## config.mk

```make
export PLATFORM = sky130hd
export DESIGN_NAME = ps2_key_decoder_flat
export DESIGN_NICKNAME = d
export VERILOG_FILES = /design/src/rtl/ps2_key_decoder_if.sv /design/src/rtl/ps2_key_decoder.sv /design/src/flat_wrapper.sv
export SDC_FILE = /design/constraint.sdc
export NUM_CORES = 1
export LEC_CHECK = 0
export ABC_CLOCK_PERIOD_IN_PS = 3100
export CAP_MARGIN = 25
export CORE_ASPECT_RATIO = 2
export CORE_MARGIN = 2
export CORE_UTILIZATION = 40
export CTS_BUF_LIST = sky130_fd_sc_hd__clkbuf_16
export DETAILED_ROUTE_END_ITERATION = 7
export PLACE_DENSITY = 0.72
export SYNTH_ARGS = -nofsm -noshare
export SYNTH_HDL_FRONTEND = slang
export SYNTH_SLANG_ARGS = --single-unit
export TNS_END_PERCENT = 10
```

## constraint.sdc

```tcl
create_clock -name clk -period 3.1 [get_ports clk]
set_input_delay 0.62 -clock clk [delete_from_list [all_inputs] [get_ports clk]]
set_output_delay 0.62 -clock clk [all_outputs]
set_load 0.01 [all_outputs]
```

## src/rtl/ps2_key_decoder_if.sv

```systemverilog
// Bundle of PS/2 pin inputs and decoded key/address outputs for ps2_key_decoder.
// master is the decoder side; slave is the pin driver / display consumer side.
interface ps2_key_decoder_if #(
    parameter int CNT_W = 8
);
    logic             ps2_clk;
    logic             ps2_data;
    logic             code_valid;
    logic [7:0]       code;
    logic             frame_err;
    logic             key_down;
    logic [7:0]       key_code;
    logic [CNT_W-1:0] cnt;
    logic [4:0]       code_hi_addr;
    logic [4:0]       code_lo_addr;
    logic [4:0]       cnt_hi_addr;
    logic [4:0]       cnt_lo_addr;

    modport master (
        input  ps2_clk, ps2_data,
        output code_valid, code, frame_err, key_down, key_code, cnt,
               code_hi_addr, code_lo_addr, cnt_hi_addr, cnt_lo_addr
    );

    modport slave (
        output ps2_clk, ps2_data,
        input  code_valid, code, frame_err, key_down, key_code, cnt,
               code_hi_addr, code_lo_addr, cnt_hi_addr, cnt_lo_addr
    );
endinterface

```

## src/rtl/ps2_key_decoder.sv

```systemverilog
// PS/2 keyboard receiver: synchronises the pins, deframes 11-bit frames and
// tracks make/break codes into a held key, a press count and blank-aware ROM addresses.
module ps2_key_decoder #(
    parameter int TIMEOUT_CYCLES = 50000,
    parameter int CNT_W          = 8
) (
    input  logic               clk,
    input  logic               rst,
    ps2_key_decoder_if.master  bus
);
    localparam int TO_W = $clog2(TIMEOUT_CYCLES + 1);
    localparam logic [TO_W-1:0] TO_LAST = TO_W'(TIMEOUT_CYCLES - 1);

    typedef enum logic [0:0] {IDLE = 1'b0, RECV = 1'b1} state_e;

    state_e           state_q, state_d;
    logic [2:0]       clk_sync_q, clk_sync_d;
    logic [1:0]       data_sync_q, data_sync_d;
    logic [3:0]       bitcnt_q, bitcnt_d;
    logic [8:0]       shift_q, shift_d;
    logic [TO_W-1:0]  to_q, to_d;
    logic             brk_q, brk_d;
    logic             key_down_q, key_down_d;
    logic [7:0]       key_code_q, key_code_d;
    logic [CNT_W-1:0] cnt_q, cnt_d;
    logic [7:0]       code_q, code_d;
    logic             code_valid_q, code_valid_d;
    logic             frame_err_q, frame_err_d;
    logic             fall_s;
    logic             data_bit_s;
    logic             accept_s;
    logic [7:0]       byte_s;

    assign fall_s     = clk_sync_q[2] & ~clk_sync_q[1];
    assign data_bit_s = data_sync_q[1];
    assign byte_s     = shift_q[7:0];

    // Frame deframing FSM: start detect, bit shifting, stop/parity check and timeout
    always_comb begin
        clk_sync_d  = {clk_sync_q[1:0], bus.ps2_clk};
        data_sync_d = {data_sync_q[0], bus.ps2_data};
        state_d     = state_q;
        bitcnt_d    = bitcnt_q;
        shift_d     = shift_q;
        to_d        = to_q;
        accept_s    = 1'b0;
        frame_err_d = 1'b0;
        case (state_q)
            IDLE: begin
                to_d = '0;
                if (fall_s && !data_bit_s) begin
                    state_d  = RECV;
                    bitcnt_d = 4'd1;
                end else begin
                    state_d  = IDLE;
                end
            end
            RECV: begin
                if (fall_s) begin
                    to_d = '0;
                    if (bitcnt_q == 4'd10) begin
                        // shift_q holds data plus parity: odd parity means XOR of all nine is 1
                        state_d  = IDLE;
                        bitcnt_d = 4'd0;
                        if (((^shift_q) == 1'b1) && data_bit_s) begin
                            accept_s = 1'b1;
                        end else begin
                            frame_err_d = 1'b1;
                        end
                    end else begin
                        shift_d  = {data_bit_s, shift_q[8:1]};
                        bitcnt_d = bitcnt_q + 4'd1;
                    end
                end else if (to_q == TO_LAST) begin
                    frame_err_d = 1'b1;
                    state_d     = IDLE;
                    bitcnt_d    = 4'd0;
                    to_d        = '0;
                end else begin
                    to_d = to_q + TO_W'(1);
                end
            end
            default: begin
                state_d  = IDLE;
                bitcnt_d = 4'd0;
                to_d     = '0;
            end
        endcase
    end

    // Key tracking on each accepted byte; F0 arms a break, E0 is transparent
    always_comb begin
        code_valid_d = 1'b0;
        code_d       = code_q;
        brk_d        = brk_q;
        key_down_d   = key_down_q;
        key_code_d   = key_code_q;
        cnt_d        = cnt_q;
        if (accept_s) begin
            code_valid_d = 1'b1;
            code_d       = byte_s;
            if (byte_s == 8'hF0) begin
                brk_d = 1'b1;
            end else if (byte_s == 8'hE0) begin
                brk_d = brk_q;
            end else if (brk_q) begin
                brk_d = 1'b0;
                if (key_down_q && (byte_s == key_code_q)) begin
                    key_down_d = 1'b0;
                    key_code_d = 8'h00;
                end else begin
                    key_down_d = key_down_q;
                end
            end else if (!key_down_q || (byte_s != key_code_q)) begin
                key_down_d = 1'b1;
                key_code_d = byte_s;
                cnt_d      = cnt_q + CNT_W'(1);
            end else begin
                key_code_d = key_code_q;
            end
        end else begin
            code_valid_d = 1'b0;
        end
    end

    // State registers; synchroniser flops reset to the idle-high line level
    always_ff @(posedge clk) begin
        if (rst) begin
            state_q      <= IDLE;
            clk_sync_q   <= 3'b111;
            data_sync_q  <= 2'b11;
            bitcnt_q     <= 4'd0;
            shift_q      <= 9'd0;
            to_q         <= '0;
            brk_q        <= 1'b0;
            key_down_q   <= 1'b0;
            key_code_q   <= 8'h00;
            cnt_q        <= '0;
            code_q       <= 8'h00;
            code_valid_q <= 1'b0;
            frame_err_q  <= 1'b0;
        end else begin
            state_q      <= state_d;
            clk_sync_q   <= clk_sync_d;
            data_sync_q  <= data_sync_d;
            bitcnt_q     <= bitcnt_d;
            shift_q      <= shift_d;
            to_q         <= to_d;
            brk_q        <= brk_d;
            key_down_q   <= key_down_d;
            key_code_q   <= key_code_d;
            cnt_q        <= cnt_d;
            code_q       <= code_d;
            code_valid_q <= code_valid_d;
            frame_err_q  <= frame_err_d;
        end
    end

    assign bus.code_valid   = code_valid_q;
    assign bus.code         = code_q;
    assign bus.frame_err    = frame_err_q;
    assign bus.key_down     = key_down_q;
    assign bus.key_code     = key_code_q;
    assign bus.cnt          = cnt_q;
    // Address 16 is the ROM's blank glyph, shown while no key is held
    assign bus.code_hi_addr = key_down_q ? {1'b0, key_code_q[7:4]} : 5'd16;
    assign bus.code_lo_addr = key_down_q ? {1'b0, key_code_q[3:0]} : 5'd16;
    assign bus.cnt_hi_addr  = {1'b0, cnt_q[7:4]};
    assign bus.cnt_lo_addr  = {1'b0, cnt_q[3:0]};
endmodule

```

## src/flat_wrapper.sv

```systemverilog
// flat-port wrapper written by rule: the top's interface ports become plain ports
module ps2_key_decoder_flat 
#(
    parameter int TIMEOUT_CYCLES = 50000,
    parameter int CNT_W          = 8
)
  (clk, rst, bus_ps2_clk, bus_ps2_data, bus_code_valid, bus_code, bus_frame_err, bus_key_down, bus_key_code, bus_cnt, bus_code_hi_addr, bus_code_lo_addr, bus_cnt_hi_addr, bus_cnt_lo_addr);
  ps2_key_decoder_if #(.CNT_W(CNT_W)) bus_i ();
  input  logic clk;
  input  logic rst;
  input wire logic [$bits(bus_i.ps2_clk)-1:0] bus_ps2_clk;
  input wire logic [$bits(bus_i.ps2_data)-1:0] bus_ps2_data;
  output wire logic [$bits(bus_i.code_valid)-1:0] bus_code_valid;
  output wire logic [$bits(bus_i.code)-1:0] bus_code;
  output wire logic [$bits(bus_i.frame_err)-1:0] bus_frame_err;
  output wire logic [$bits(bus_i.key_down)-1:0] bus_key_down;
  output wire logic [$bits(bus_i.key_code)-1:0] bus_key_code;
  output wire logic [$bits(bus_i.cnt)-1:0] bus_cnt;
  output wire logic [$bits(bus_i.code_hi_addr)-1:0] bus_code_hi_addr;
  output wire logic [$bits(bus_i.code_lo_addr)-1:0] bus_code_lo_addr;
  output wire logic [$bits(bus_i.cnt_hi_addr)-1:0] bus_cnt_hi_addr;
  output wire logic [$bits(bus_i.cnt_lo_addr)-1:0] bus_cnt_lo_addr;
  assign bus_i.ps2_clk = bus_ps2_clk;
  assign bus_i.ps2_data = bus_ps2_data;
  assign bus_code_valid = bus_i.code_valid;
  assign bus_code = bus_i.code;
  assign bus_frame_err = bus_i.frame_err;
  assign bus_key_down = bus_i.key_down;
  assign bus_key_code = bus_i.key_code;
  assign bus_cnt = bus_i.cnt;
  assign bus_code_hi_addr = bus_i.code_hi_addr;
  assign bus_code_lo_addr = bus_i.code_lo_addr;
  assign bus_cnt_hi_addr = bus_i.cnt_hi_addr;
  assign bus_cnt_lo_addr = bus_i.cnt_lo_addr;
  ps2_key_decoder #(.TIMEOUT_CYCLES(TIMEOUT_CYCLES), .CNT_W(CNT_W)) u_core (.clk(clk), .rst(rst), .bus(bus_i));
endmodule
```

==> results of run 1 <==
[registers in the layout, summed over array words and instances (netlist names)]
signal and count:
u_core.clk_sync_q 3, u_core.bitcnt_q 4, u_core.bus.key_down 1, u_core.state_q 1, u_core.bus.cnt 8, u_core.bus.frame_err 1
u_core.bus.code_valid 1, u_core.data_sync_q 2, u_core.brk_q 1, u_core.shift_q 9, u_core.bus.key_code 8, u_core.bus.code 8
u_core.to_q 16
[cells by family after synthesis]
family / after synthesis / synth area share (%)
other cells: 1 / 0.1196
flops: 63 / 40.24
xor+xnor: 24 / 7.784
compound gates: 45 / 8.423
simple gates: 158 / 26.75
buf+inv: 40 / 6.427
fa+ha+maj: 9 / 3.593
mux: 20 / 6.667
[worst max path at each step]
stage	slack, ns	start	to
finish	0.62	u_core.shift_q[3]	u_core.bus.cnt[7]
global route	0.39	u_core.shift_q[3]	u_core.bus.cnt[6]
detailed placement	0.61	u_core.shift_q[3]	u_core.bus.cnt[7]
CTS	0.60	u_core.shift_q[3]	u_core.bus.cnt[7]
floorplan	0.77	u_core.shift_q[2]	u_core.bus.cnt[4]
global placement	0.66	u_core.shift_q[2]	u_core.bus.cnt[4]
[stage by stage]
stage          setup slack, ns  cell area (sq um)  hold slack (ns)  utilization [%]  total power (W)
2_1_floorplan           0.7732               3138           0.3895                -        0.0008501
3_3_place_gp            0.6558               3627           0.3980            47.72        0.0008568
3_5_place_dp            0.6129               3627           0.3978            47.72        0.0008572
4_1_cts                 0.6018               3934           0.4110            51.75         0.001896
5_1_grt                 0.3902               3934           0.4145            51.75         0.001928
6_report                0.6165               3934           0.4052            51.75         0.001875
[cells in the final DEF, fill, tap and decap left out, types with 2 or more instances in the layout]
master and instances:
ha_1 9, or4b_1 2, and3_1 6, clkinv_2 2
nor4_1 7, a31oi_1 4, o31ai_1 4, conb_1 2
nand3b_1 2, mux2i_1 13, or4_1 6, nor2_1 55
clkbuf_16 9, nor4bb_1 2, a21oi_1 22, nor2b_1 7
dfxtp_1 63, xor2_1 10, nand3_1 16, buf_4 6
or3_1 5, o21ai_0 6, nand2_1 16, nor4b_1 2
xnor2_1 12, or2_2 7, and4_1 2, clkdlybuf4s50_1 47
nor3_1 6, bufinv_16 2, and2_1 9, nand4_1 4
o21ai_1 3, inv_1 16, mux2_2 7
[power groups by stage]
stage               combinational (W)  clock, W  sequential (W)
floorplan                   0.0000180         0        0.000832
global placement            0.0000243         0        0.000832
detailed placement          0.0000247         0        0.000832
CTS                         0.0000250   0.00106        0.000815
global route                0.0000279   0.00109        0.000815
finish                      0.0000247   0.00103        0.000816
[final cells by class]
class / count / area (sq um) / share of cell area [%]
multi-input combinational: 258 / 1675 / 42.59
sequential: 63 / 1261 / 32.06
timing repair buffer: 54 / 520.5 / 13.23
clock buffer: 9 / 225.2 / 5.725
tap: 94 / 117.6 / 2.990
clock inverter: 7 / 81.33 / 2.067
inverter: 14 / 52.55 / 1.336
[routing by layer]
layer	part of all wire, %	vias to the layer above	wire [um]
li1	-	1308	-
met1	38	1251	2621
met2	56	56	3918
met3	3.5	11	243
met4	2.4	0	165
met5	0	-	0
==> flow_summary.yaml, run 1 <==
run_status:
  status: "finished, final reports clean"
final_layout:
  fin_nets: 413
  fillers: 718
  antennaDiodeCount: 0
  drive_gt1_share_pct: 9.877
  stdcell_count: 499
  synthToLayoutAreaGrowth_pct: 25.51
worst_hold_path:
  hold_depth: 1
  hold_start: "u_core.clk_sync_q[0]"
  holdPathEnd: "u_core.clk_sync_q[1]"
  min_path_type: "flip-flop to flip-flop"
setup_path:
  cp_cell_sequence: "inv_1 > ha_1 > xnor2_1 > buf_4 > nor4b_1 > mux2i_1 > nor4_1 > mux2_2"
  start_kind: "flip-flop"
  rr_worst_depth: 8
  arrival_ns: 2.70
  crit_family: "multiplexers"
  r2r_start: "u_core.shift_q[3]"
  reg2reg_to: "u_core.bus.cnt[7]"
  cp_slowest_stage_delay_ns: 0.41
  path_buf_inv: 2
  reg2reg_slack_ns: 0.62
  cpMaxStageDelayCell: "dfxtp_1"
  cp.depth: 8
  crit_path_end_kind: "flip-flop"
  worstPathRequired_ns: 3.31
  worst-setup-path-type: "flip-flop to flip-flop"
  worstPathMaxFanout: 7
pwr:
  power.internal_w: 0.001512
  switching_share_pct: 19.35
  p_leak_nw: 1.471
  pwr_density_cell_mw_per_mm2: 476.6
  power.switching_w: 0.0003628
  ir_drop_mv: 0.3600
  share_comb_of_total_power_pct: 1.3
  sequentialPowerShare_pct: 43.5
  clockPowerShare_pct: 55.2
logic_synthesis:
  yosys.area.top_type: "dfxtp_1"
  synth_area_leaders: "dfxtp_1 (40%), nor2_1 (6.6%), mux2i_1 (4.2%), ha_1 (3.6%), a21oi_1 (3.5%)"
  netlist.area_leader.share_pct: 40.24
  synth_most_common_cell: "dfxtp_1"
  synth_warnings: 0
  synth-edff-count: 0
  syn_area_per_cell_sq_um: 8.706
  synthFlopType: "dfxtp_1"
  syn_area_sq_mm: 0.003134
  async_flop_share_pct: 0
  seq_area_frac_synth_pct: 40.24
  syn_inst: 360
  synth.top_cells.by_count: "dfxtp_1 (63), nor2_1 (55), a21oi_1 (22)"
  synth_cell_types: 47
  ys_ff_latch: 63
timing:
  fin_crit_sh_pct: 80.11
  fmax_ghz: 0.4027
  report.final.slew_viol_count: 0
  grt_setup_unrepaired: "no"
  worst_pin_slew_ns: 0.5967
  finalHoldViolations: 0
  setup_tns_ns: 0
  slew_headroom_pct: 60.22
  skew_ns: 0.004973
  setup_viol: 0
  min_period_ns: 2.483
floorplan:
  rows: 45
  core_area_sq_mm: 0.007601
  initial_utilization_pct: 41.23
  die_area_sq_mm: 0.008602
  dieHeight_um: 129.2
  pin_count: 51
  die_w_um: 66.59
place:
  place_hpwl_um: 5005
  io_buffers: 48
  place.gp.congestion: 0.8204
  dp_cells: 483
grt:
  grt_antenna_before_repair: 0
  use_met1_pct: 17.38
  grt_pass1_vias: 2526
  grt_use_met2_pct: 32.53
  grt_pass1_wl_um: 11600
  gr-usage-all-layers_pct: 17.57
  grt_max_degree: 53
  met3_usage_pct: 4.340
  grt-busiest-layer: "met2"
  grt_overflow: 0
cts:
  cts_inserted_buffers: 9
  htree_levels: 3
  cts_hold_buf: 0
  cts_tree: "done"
  cts.repair.resized: 0
  worstSkewPairLatency_ns: 0.33
  cts_setup_buffers: 0
  clk_path_buf_depth: 2
  cts_sinks: 63
  clockRootBuffer: "clkbuf_16"
  path_clk_slew_ns: 0.05
routing:
  wl_per_cell_um: 13.92
  ant_nets: 0
  drtIter0Drc: 304
  vias: 2626
  drcViolationCount: 0
  first_pass_iters: 4
  drt-total-wl_um: 6947
  viasPerCell: 5.263
flow_run:
  cap_violations: 0
No activity file was read; power rests on OpenSTA's default activity.
==> inputs of run 2 (changes only) <==
ABC_CLOCK_PERIOD_IN_PS = 2400   (was 3100)
clock period = 2.4 ns   (was 3.1 ns; I/O delays follow)
==> flow_summary.yaml, run 2 (synthesis results as in run 1) <==
run_status:
  status: "finished, final reports clean"
grt:
  grt_antenna_before_repair: 0
  grt_max_degree: 53
  grt_pass1_vias: 2522
  grt-busiest-layer: "met2"
  met3_usage_pct: 5.122
  gr-usage-all-layers_pct: 17.99
  grt_pass1_wl_um: 11650
  grt_use_met2_pct: 32.76
  use_met1_pct: 17.60
  grt_overflow: 0
final_layout:
  largest_register_ffs: 16
  layout_common_cells: "dfxtp_1 (62), nor2_1 (55), clkdlybuf4s50_1 (47), a21oi_1 (22)"
  drive_gt1_share_pct: 13.98
  antennaDiodeCount: 0
  top_register: "u_core.to_q"
  fillers: 707
  top_regs: "u_core.to_q: 16 flops, u_core.shift_q: 9 flops"
  postLayoutCoreUtil_pct: 53.42
  synthToLayoutAreaGrowth_pct: 29.54
  layout_commonest_cell: "dfxtp_1"
  fin_nets: 423
floorplan:
  core_area_sq_mm: 0.007601
  dieHeight_um: 129.2
  die_w_um: 66.59
  rows: 45
  die_area_sq_mm: 0.008602
  pin_count: 51
  initial_utilization_pct: 41.23
place:
  place.gp.congestion: 0.8559
  io_buffers: 48
  place_hpwl_um: 5153
setup_path:
  cp-endpoint: "u_core.bus.key_code[7]"
  reg2reg_to: "u_core.bus.key_code[7]"
  cpMaxStageDelayCell: "xnor3_2"
  cp.depth: 7
  worstPathMaxFanout: 9
  worst-setup-path-type: "flip-flop to flip-flop"
  crit_path_end_kind: "flip-flop"
  start_kind: "flip-flop"
  reg2reg_slack_ns: 0.02
  worstPathRequired_ns: 2.65
  rr_worst_depth: 7
  arrival_ns: 2.64
  crit_family: "XOR/XNOR gates"
  cp_slowest_stage_delay_ns: 0.45
  cp_cell_sequence: "ha_1 > xnor3_2 > xnor2_4 > nand4b_2 > buf_4 > a211o_1 > a21oi_1"
  r2r_start: "u_core.shift_q[6]"
  path_buf_inv: 1
  crit_start: "u_core.shift_q[6]"
timing:
  slew_headroom_pct: 57.69
  grt_setup_unrepaired: "yes"
  worst_pin_slew_ns: 0.6328
  finalHoldViolations: 0
  fmax_ghz: 0.4197
  min_period_ns: 2.383
  setup_viol: 0
  fin_crit_sh_pct: 99.28
  holdWs_ns: 0.4036
  skew_ns: 0.006075
  report.final.slew_viol_count: 0
worst_hold_path:
  hold_start: "u_core.data_sync_q[0]"
  min_path_type: "flip-flop to flip-flop"
cts:
  cts_inserted_buffers: 9
  cts_sinks: 63
  cts_tree: "done"
  htree_levels: 3
  cts_hold_buf: 0
  worstSkewPairLatency_ns: 0.33
  clockRootBuffer: "clkbuf_16"
  clk_path_buf_depth: 2
  path_clk_slew_ns: 0.05
flow_run:
  cap_violations: 0
routing:
  drtIter0Drc: 205
  drt-total-wl_um: 7429
  viasPerCell: 5.316
  vias: 2706
  wl_per_cell_um: 14.60
  ant_nets: 0
  first_pass_iters: 4
  drcViolationCount: 0
pwr:
  pwr_density_cell_mw_per_mm2: 602.0
  ir_drop_mv: 0.3870
  p_leak_nw: 1.503
run 2: worst min path at each step:
stage	endpoint	slack (ns)	cells past startpoint
after floorplan	u_core.clk_sync_q[1]	0.39	1
after global routing	u_core.clk_sync_q[1]	0.42	1
after CTS	u_core.clk_sync_q[1]	0.41	1
after detailed placement	u_core.clk_sync_q[1]	0.40	1
final	u_core.data_sync_q[1]	0.40	1
after global placement	u_core.clk_sync_q[1]	0.40	1
run 2: timing repair:
action | 4_1_cts | 5_1_grt
cloned | 0 | 1
setup buffers | 0 | 1
pin swaps | 0 | 4
resized for setup | 1 | 6
setup endpoints to repair | 3 | 11
run 2: area by class of cell:
class	count	area, sq um	share of cell area [%]
multi-input cells	259	1727	42.53
flip-flops and latches	63	1262	31.09
repair buffers	63	588.1	14.48
clock buffers	9	225.2	5.547
well taps	94	117.6	2.897
clock inverters	7	87.58	2.157
inverters	14	52.55	1.294
run 2: power by group:
| part | leakage, nW | total, W | switching [W] | internal (W) |
|---|---|---|---|---|
| Sequential | 0.509 | 0.00105 | 0.00000305 | 0.00105 |
| Combinational | 0.848 | 0.0000314 | 0.0000216 | 0.00000981 |
| Clock | 0.147 | 0.00136 | 0.000461 | 0.000898 |
run 2: through the flow:
| stage | total power [W] | setup slack, ns | instances | instance area [sq um] | setup TNS [ns] |
|---|---|---|---|---|---|
| 2_1_floorplan | 0.001098 | 0.07325 | 361 | 3138 | 0 |
| 3_3_place_gp | 0.001106 | 0.07580 | 491 | 3687 | 0 |
| 3_5_place_dp | 0.001107 | 0.005222 | 491 | 3687 | 0 |
| 4_1_cts | 0.002475 | 0.01127 | 507 | 4008 | 0 |
| 5_1_grt | 0.002516 | -0.04551 | 509 | 4060 | -0.09694 |
| 6_report | 0.002444 | 0.01735 | 509 | 4060 | 0 |
run 2: routing by layer:
layer  vias up  part of all wire [%]
met5         -                     0
met4         0                   2.9
met3        14                   3.4
met2        67                    57
met1      1288                    36
li1       1337                     -
